$ cat config.mk
export PLATFORM = sky130hd
export DESIGN_NAME = tree_node_fanin_arbiter
export DESIGN_NICKNAME = d
export VERILOG_FILES = /design/src/rtl/tree_fanin_pkg.sv /design/src/rtl/tree_fanin_rr_pick.sv /design/src/rtl/tree_node_fanin_arbiter.sv
export SDC_FILE = /design/constraint.sdc
export NUM_CORES = 1
export LEC_CHECK = 0
export CAP_MARGIN = 40
export CORE_MARGIN = 2
export CORE_UTILIZATION = 30
export CTS_CLUSTER_DIAMETER = 200
export DETAILED_ROUTE_END_ITERATION = 8
export PLACE_DENSITY = 0.66
export SLEW_MARGIN = 30
export SYNTH_ARGS = -nofsm -noshare
export SYNTH_HDL_FRONTEND = slang
export SYNTH_SLANG_ARGS = --single-unit
$ cat constraint.sdc
create_clock -name clk -period 9.9 [get_ports clk]
set_input_delay 1.485 -clock clk [delete_from_list [all_inputs] [get_ports clk]]
set_output_delay 1.485 -clock clk [all_outputs]
set_load 0.01 [all_outputs]
$ cat src/rtl/tree_fanin_pkg.sv
// Shared types and helpers for the tree-node fan-in return path.
// Latency: n/a (declarations only).
// Backpressure: n/a.
package tree_fanin_pkg;

   typedef enum logic {
      ST_IDLE   = 1'b0,
      ST_LOCKED = 1'b1
   } state_e;

   localparam int unsigned N_CHILD_DEF = 5;
   localparam int unsigned DATA_W_DEF  = 32;

   // Cyclic increment: n-1 wraps to 0.
   function automatic int unsigned next_idx(input int unsigned idx, input int unsigned n);
      return (idx + 1 >= n) ? 0 : idx + 1;
   endfunction

endpackage

$ cat src/rtl/tree_fanin_rr_pick.sv
// Cyclic first-set finder: first req bit at or after ptr, wrapping through 0.
// Latency: purely combinational.
// Backpressure: none; caller gates the grant with its own load condition.
module tree_fanin_rr_pick #(
   parameter int unsigned N_CHILD = 5,
   parameter int unsigned IDX_W   = $clog2(N_CHILD)
) (
   input  logic [N_CHILD-1:0] req,
   input  logic [IDX_W-1:0]   ptr,
   output logic [IDX_W-1:0]   gnt_idx,
   output logic               gnt_any
);

   int unsigned cand;

   // Walk ptr, ptr+1, ... modulo N_CHILD and keep the first requester found.
   always_comb begin
      gnt_idx = '0;
      gnt_any = 1'b0;
      cand    = 0;
      for (int unsigned k = 0; k < N_CHILD; k++) begin
         cand = 32'(ptr) + k;
         if (cand >= N_CHILD) begin
            cand = cand - N_CHILD;
         end
         if (!gnt_any && req[cand[IDX_W-1:0]]) begin
            gnt_any = 1'b1;
            gnt_idx = cand[IDX_W-1:0];
         end
      end
   end

endmodule

$ cat src/rtl/tree_node_fanin_arbiter.sv
// Merges child response beats into one upstream stream, packet-locked round robin, tagged by child index.
// Latency: one cycle (single registered output stage), one beat per cycle sustained.
// Backpressure: up_ready low with a beat held stalls the output and drops every child_ready.
module tree_node_fanin_arbiter
   import tree_fanin_pkg::*;
#(
   parameter int unsigned N_CHILD = N_CHILD_DEF,
   parameter int unsigned DATA_W  = DATA_W_DEF,
   parameter int unsigned IDX_W   = $clog2(N_CHILD),
   parameter int unsigned CNT_W   = 16
) (
   input  logic                      clk,
   input  logic                      rst_n,
   input  logic [N_CHILD-1:0]        child_valid,
   input  logic [N_CHILD*DATA_W-1:0] child_data,
   input  logic [N_CHILD-1:0]        child_last,
   output logic [N_CHILD-1:0]        child_ready,
   output logic                      up_valid,
   output logic [DATA_W-1:0]         up_data,
   output logic [IDX_W-1:0]          up_idx,
   output logic                      up_last,
   input  logic                      up_ready,
   output logic [CNT_W-1:0]          pkt_count
);

   state_e              state_q;
   logic [IDX_W-1:0]    ptr_q;
   logic [IDX_W-1:0]    lock_q;
   logic                up_valid_q;
   logic [DATA_W-1:0]   up_data_q;
   logic [IDX_W-1:0]    up_idx_q;
   logic                up_last_q;
   logic [CNT_W-1:0]    cnt_q;
   logic [CNT_W-1:0]    cnt_d;

   logic [IDX_W-1:0]    gnt_idx;
   logic                gnt_any;
   logic [IDX_W-1:0]    sel;
   logic [DATA_W-1:0]   sel_dat;
   logic                sel_lst;
   logic                load_en;
   logic                xfer;

   tree_fanin_rr_pick #(
      .N_CHILD (N_CHILD),
      .IDX_W   (IDX_W)
   ) u_pick (
      .req     (child_valid),
      .ptr     (ptr_q),
      .gnt_idx (gnt_idx),
      .gnt_any (gnt_any)
   );

   assign load_en = !up_valid_q || up_ready;
   assign sel     = (state_q == ST_LOCKED) ? lock_q : gnt_idx;

   // Steer the selected child's payload; kept off the ready path on purpose.
   always_comb begin
      sel_dat = '0;
      sel_lst = 1'b0;
      for (int i = 0; i < int'(N_CHILD); i++) begin
         if (IDX_W'(i) == sel) begin
            sel_dat = child_data[i*DATA_W +: DATA_W];
            sel_lst = child_last[i];
         end
      end
   end

   // One-hot ready: locked child only while a packet is open, else the round-robin winner.
   always_comb begin
      child_ready = '0;
      if (rst_n && load_en && ((state_q == ST_LOCKED) || gnt_any)) begin
         child_ready[sel] = 1'b1;
      end
   end

   assign xfer = |(child_ready & child_valid);

   // Packet lock FSM; ptr moves only when a packet closes, so grants never interleave.
   always_ff @(posedge clk or negedge rst_n) begin
      if (!rst_n) begin
         state_q <= ST_IDLE;
         ptr_q   <= '0;
         lock_q  <= '0;
      end else if (xfer) begin
         if (state_q == ST_IDLE) begin
            if (sel_lst) begin
               ptr_q <= IDX_W'(next_idx(32'(sel), N_CHILD));
            end else begin
               lock_q  <= sel;
               state_q <= ST_LOCKED;
            end
         end else if (sel_lst) begin
            ptr_q   <= IDX_W'(next_idx(32'(lock_q), N_CHILD));
            state_q <= ST_IDLE;
         end
      end
   end

   // Output stage: reload on any accepted child beat, drain on pop, hold while stalled.
   always_ff @(posedge clk or negedge rst_n) begin
      if (!rst_n) begin
         up_valid_q <= 1'b0;
         up_data_q  <= '0;
         up_idx_q   <= '0;
         up_last_q  <= 1'b0;
      end else if (xfer) begin
         up_valid_q <= 1'b1;
         up_data_q  <= sel_dat;
         up_idx_q   <= sel;
         up_last_q  <= sel_lst;
      end else if (up_ready) begin
         up_valid_q <= 1'b0;
      end
   end

   // Saturating count of packets whose last beat left upstream.
   always_comb begin
      cnt_d = cnt_q;
      if (up_valid_q && up_ready && up_last_q && (cnt_q != {CNT_W{1'b1}})) begin
         cnt_d = cnt_q + 1'b1;
      end
   end

   // Counter register.
   always_ff @(posedge clk or negedge rst_n) begin
      if (!rst_n) begin
         cnt_q <= '0;
      end else begin
         cnt_q <= cnt_d;
      end
   end

   assign up_valid  = up_valid_q;
   assign up_data   = up_data_q;
   assign up_idx    = up_idx_q;
   assign up_last   = up_last_q;
   assign pkt_count = cnt_q;

endmodule

==> run_summary.xml <==
<?xml version="1.0" encoding="UTF-8"?>
<metrics>
  <group name="clocking">
    <metric name="clk_path_buf_depth" unit="">2</metric>
    <metric name="cts_tree" unit="">yes</metric>
    <metric name="clock-sinks" unit="">60</metric>
    <metric name="tritoncts_buffer_count" unit="">9</metric>
    <metric name="cts_resized" unit="">0</metric>
    <metric name="cts-htree-levels" unit="">3</metric>
    <metric name="cts.root.buffer_cell" unit="">sky130_fd_sc_hd__clkbuf_16</metric>
    <metric name="number_of_buffers_inserted_for_hold_repair_after_clock_tree_synthesis" unit="">0</metric>
    <metric name="clkSlewWorstSetupHoldPaths" unit="ns">0.06</metric>
    <metric name="clk-insertion-delay-late" unit="ns">0.33</metric>
    <metric name="post-cts-setup-buffer-count" unit="">0</metric>
  </group>
  <group name="synthesis">
    <metric name="post-synth-top-area-fraction" unit="">0.299</metric>
    <metric name="ys_seq_elements" unit="">60</metric>
    <metric name="synth_commonest_cells" unit="">sky130_fd_sc_hd__nor2_1 (65), sky130_fd_sc_hd__dfrtp_1 (60), sky130_fd_sc_hd__nand2_1 (38)</metric>
    <metric name="synth.top_cells.by_area" unit="">sky130_fd_sc_hd__dfrtp_1 (30%), sky130_fd_sc_hd__a221o_1 (6.6%), sky130_fd_sc_hd__o211ai_1 (5.4%)</metric>
    <metric name="netlist-cell-type-count" unit="">78</metric>
    <metric name="postSynthAreaPerCell" unit="sq um">8.61</metric>
    <metric name="async_flop_share" unit="">1.00</metric>
    <metric name="synthesis.instances" unit="">584</metric>
    <metric name="synth_most_common_cell" unit="">sky130_fd_sc_hd__nor2_1</metric>
    <metric name="syn_nets" unit="">773</metric>
    <metric name="post-synth-top-area-cell" unit="">sky130_fd_sc_hd__dfrtp_1</metric>
    <metric name="synth_edf_count" unit="">0</metric>
    <metric name="dominantRegCellSynth" unit="">sky130_fd_sc_hd__dfrtp_1</metric>
    <metric name="syn-cell-area" unit="sq um">5030</metric>
    <metric name="post_synthesis_sequential_area_ratio" unit="">0.299</metric>
    <metric name="ys_warn_count" unit="">0</metric>
  </group>
  <group name="route">
    <metric name="wirelength" unit="um">19000</metric>
    <metric name="route.antenna.remaining_nets" unit="">0</metric>
    <metric name="remaining_drc_errors" unit="">0</metric>
    <metric name="detail_route.first_pass.iterations" unit="">6</metric>
    <metric name="avg_wl_per_cell" unit="um">18.7</metric>
    <metric name="drt_first_iter_violations" unit="">438</metric>
    <metric name="vias" unit="">5662</metric>
    <metric name="viasPerCell" unit="">5.58</metric>
  </group>
  <group name="grt">
    <metric name="grt_max_degree" unit="">69</metric>
    <metric name="groute.layer.met1.usage" unit="">0.255</metric>
    <metric name="initial_antenna_violation_count" unit="">1</metric>
    <metric name="number_of_global_route_vias_before_repair" unit="">5469</metric>
    <metric name="top_usage_layer" unit="">met2</metric>
    <metric name="groute.layer.met3.usage" unit="">0.0529</metric>
    <metric name="grtUsageTotal" unit="">0.211</metric>
    <metric name="first_pass_grt_wire_length" unit="um">29800</metric>
    <metric name="grt.overflow.total" unit="">0</metric>
    <metric name="grt_util_met2" unit="">0.361</metric>
  </group>
  <group name="critical_path">
    <metric name="cpPeakStageDelay" unit="ns">0.84</metric>
    <metric name="worstReg2RegEnd" unit="">lock_q[2]</metric>
    <metric name="path_depth" unit="">11</metric>
    <metric name="worstSetupEndpoint" unit="">child_ready[3]</metric>
    <metric name="critical_path.startpoint" unit="">child_valid[0]</metric>
    <metric name="crit_arrival" unit="ns">5.43</metric>
    <metric name="critical-path-slowest-cell" unit="">sky130_fd_sc_hd__o41ai_1</metric>
    <metric name="worstSetupStartpointType" unit="">input pin</metric>
    <metric name="setup.reg_to_reg.worst_slack" unit="ns">3.55</metric>
    <metric name="reg2reg_depth" unit="">22</metric>
    <metric name="criticalPathCategory" unit="">in2out</metric>
    <metric name="path_max_fanout" unit="">8</metric>
    <metric name="rr_startpoint" unit="">ptr_q[1]</metric>
    <metric name="crit_path_cell_trace" unit="">clkdlybuf4s50_1 -&gt; inv_1 -&gt; o41ai_1 -&gt; o31ai_1 -&gt; o21a_1 -&gt; and3_1 -&gt; and3_1 -&gt; o41ai_2 -&gt; nand3_2 -&gt; nor2_1 -&gt; clkdlybuf4s50_1</metric>
    <metric name="wp_data_required" unit="ns">8.42</metric>
    <metric name="critical-path-top-delay-family" unit="">compound AO/OA/AOI/OAI gates</metric>
    <metric name="endpoint_kind" unit="">primary output</metric>
    <metric name="critical_path.n_buffers_inverters" unit="">3</metric>
  </group>
  <group name="final_layout">
    <metric name="layout.cell_area.non_filler" unit="sq um">7810</metric>
    <metric name="final_layout_size_suffix_gt1_frac" unit="">0.0655</metric>
    <metric name="layoutNonFillerInstCount" unit="">1014</metric>
    <metric name="diodes" unit="">0</metric>
    <metric name="fin_nets" unit="">978</metric>
    <metric name="area_delta_synth_final" unit="%">55.3</metric>
  </group>
  <group name="floorplanning">
    <metric name="die_x" unit="um">133</metric>
    <metric name="design.die.area" unit="sq um">17800</metric>
    <metric name="chipHeight" unit="um">133</metric>
    <metric name="core_area" unit="sq um">16500</metric>
    <metric name="std_cell_rows" unit="">47</metric>
    <metric name="initial_core_util" unit="">0.305</metric>
    <metric name="ioPinCount" unit="">231</metric>
  </group>
  <group name="placement">
    <metric name="placement.setup.worst_slack" unit="ns">3.12</metric>
    <metric name="hpwlAfterDp" unit="um">14400</metric>
    <metric name="port_buffers" unit="">230</metric>
    <metric name="gp_routability_congestion" unit="">0.956</metric>
    <metric name="number_of_placed_cells_counting_well_taps" unit="">997</metric>
    <metric name="detailed_place.area" unit="sq um">7480</metric>
  </group>
  <group name="timing">
    <metric name="final.min_clock_period" unit="ns">6.91</metric>
    <metric name="finalHoldViolations" unit="">0</metric>
    <metric name="grt_setup_unrepaired" unit="">no</metric>
    <metric name="max_slew_margin" unit="">0.411</metric>
    <metric name="setup_ws" unit="ns">2.99</metric>
    <metric name="clock_skew" unit="ns">0.00522</metric>
    <metric name="timing.setup.tns" unit="ns">0</metric>
    <metric name="hold-worst-slack" unit="ns">0.484</metric>
    <metric name="final_max_slew_viol_count" unit="">0</metric>
    <metric name="finalSetupViolations" unit="">0</metric>
    <metric name="max_freq" unit="MHz">145</metric>
    <metric name="post-route-period-util" unit="">0.698</metric>
    <metric name="tightest_slew" unit="ns">0.873</metric>
  </group>
  <group name="power">
    <metric name="static-leakage-power" unit="nW">3.04</metric>
    <metric name="p_per_area" unit="nW/um^2">353</metric>
    <metric name="power.ir.vdd_worst" unit="mV">0.173</metric>
  </group>
  <group name="run_status">
    <metric name="status" unit="">completed</metric>
  </group>
  <group name="flow_run">
    <metric name="maxCapViolations" unit="">0</metric>
  </group>
  <group name="min_path">
    <metric name="hold_class" unit="">reg2reg</metric>
  </group>
</metrics>
==> flip-flops by register name (all words and copies together) (netlist names) <==
name	flops
lock_q	3
up_valid	1
up_data	32
up_idx	3
state_q	1
ptr_q	3
pkt_count	16
up_last	1
==> layout make-up <==
| cell class | count | area, sq um |
|---|---|---|
| Fill cell | 1615 | 8650 |
| Multi-Input combinational cell | 458 | 3260 |
| Timing Repair Buffer | 241 | 2390 |
| Sequential cell | 60 | 1500 |
| Tap cell | 220 | 275 |
| Clock buffer | 11 | 253 |
| Inverter | 19 | 71.3 |
| Clock inverter | 5 | 58.8 |
==> report_power, final <==
| group | switching, mW | leakage, nW | total (mW) | internal [mW] |
|---|---|---|---|---|
| combinational | 1.11 | 2.15 | 2.01 | 0.895 |
| clock | 0.117 | 0.148 | 0.326 | 0.209 |
| sequential | 0.0777 | 0.733 | 0.423 | 0.346 |
| total | 1.31 | 3.04 | 2.76 | 1.45 |
==> cell families (layout without fill, tap and decap cells) <==
family | after synthesis | after routing | synth area share
adders and majority gates | 16 | 16 | 0.0413
xor gates and xnor gates | 18 | 18 | 0.0313
muxes | 16 | 16 | 0.0378
and+or+nand+nor | 176 | 176 | 0.174
AOI/OAI and AO/OA | 232 | 232 | 0.360
DFF | 60 | 60 | 0.299
buffers and inverters | 66 | 276 | 0.0572
==> placed cells by master, fill, tap and decap left out, drive strengths merged, types with 4 or more instances in the layout <==
master | Yosys | routed
a31oi | 36 | 36
a221o | 33 | 33
buf | 19 | 12
a21oi | 20 | 20
o21ai | 16 | 16
nand2 | 38 | 38
a21o | 5 | 5
a221oi | 4 | 4
xor2 | 6 | 6
mux2i | 8 | 8
nor2b | 8 | 8
o22ai | 6 | 6
and3 | 14 | 14
inv | 19 | 20
nand4 | 4 | 4
o31ai | 5 | 5
dfrtp | 60 | 60
clkdlybuf4s50 | 0 | 229
xnor2 | 12 | 12
mux2 | 8 | 8
a22oi | 34 | 34
nor2 | 65 | 65
o211ai | 36 | 36
clkbuf | 28 | 11
ha | 15 | 15
nand3 | 11 | 11
and4 | 5 | 5
nand2b | 8 | 8
==> layer usage <==
metal / wire (um) / part of all wire / vias to the layer above
li1: - / - / 2689
met1: 7510 / 0.40 / 2642
met2: 9370 / 0.49 / 275
met3: 1400 / 0.074 / 56
met4: 671 / 0.035 / 0
met5: 0 / 0 / -
==> stage by stage <==
step / util / total power [mW]
finish: 0.474 / 2.76
global route: 0.474 / 2.98
CTS: 0.473 / 2.76
detailed placement: 0.454 / 2.42
global placement: 0.454 / 2.41
floorplan: - / 1.81
==> worst min path at each step <==
stage             startpoint       endpoint  cells after the start
2_1_floorplan   pkt_count[7]   pkt_count[7]                      1
3_3_place_gp       up_idx[0]      up_idx[0]                      1
3_5_place_dp       up_idx[0]      up_idx[0]                      1
4_1_cts            up_idx[0]      up_idx[0]                      1
5_1_grt        pkt_count[14]  pkt_count[14]                      1
6_report        pkt_count[6]   pkt_count[6]                      1
No activity file was read; power rests on OpenSTA's default activity.
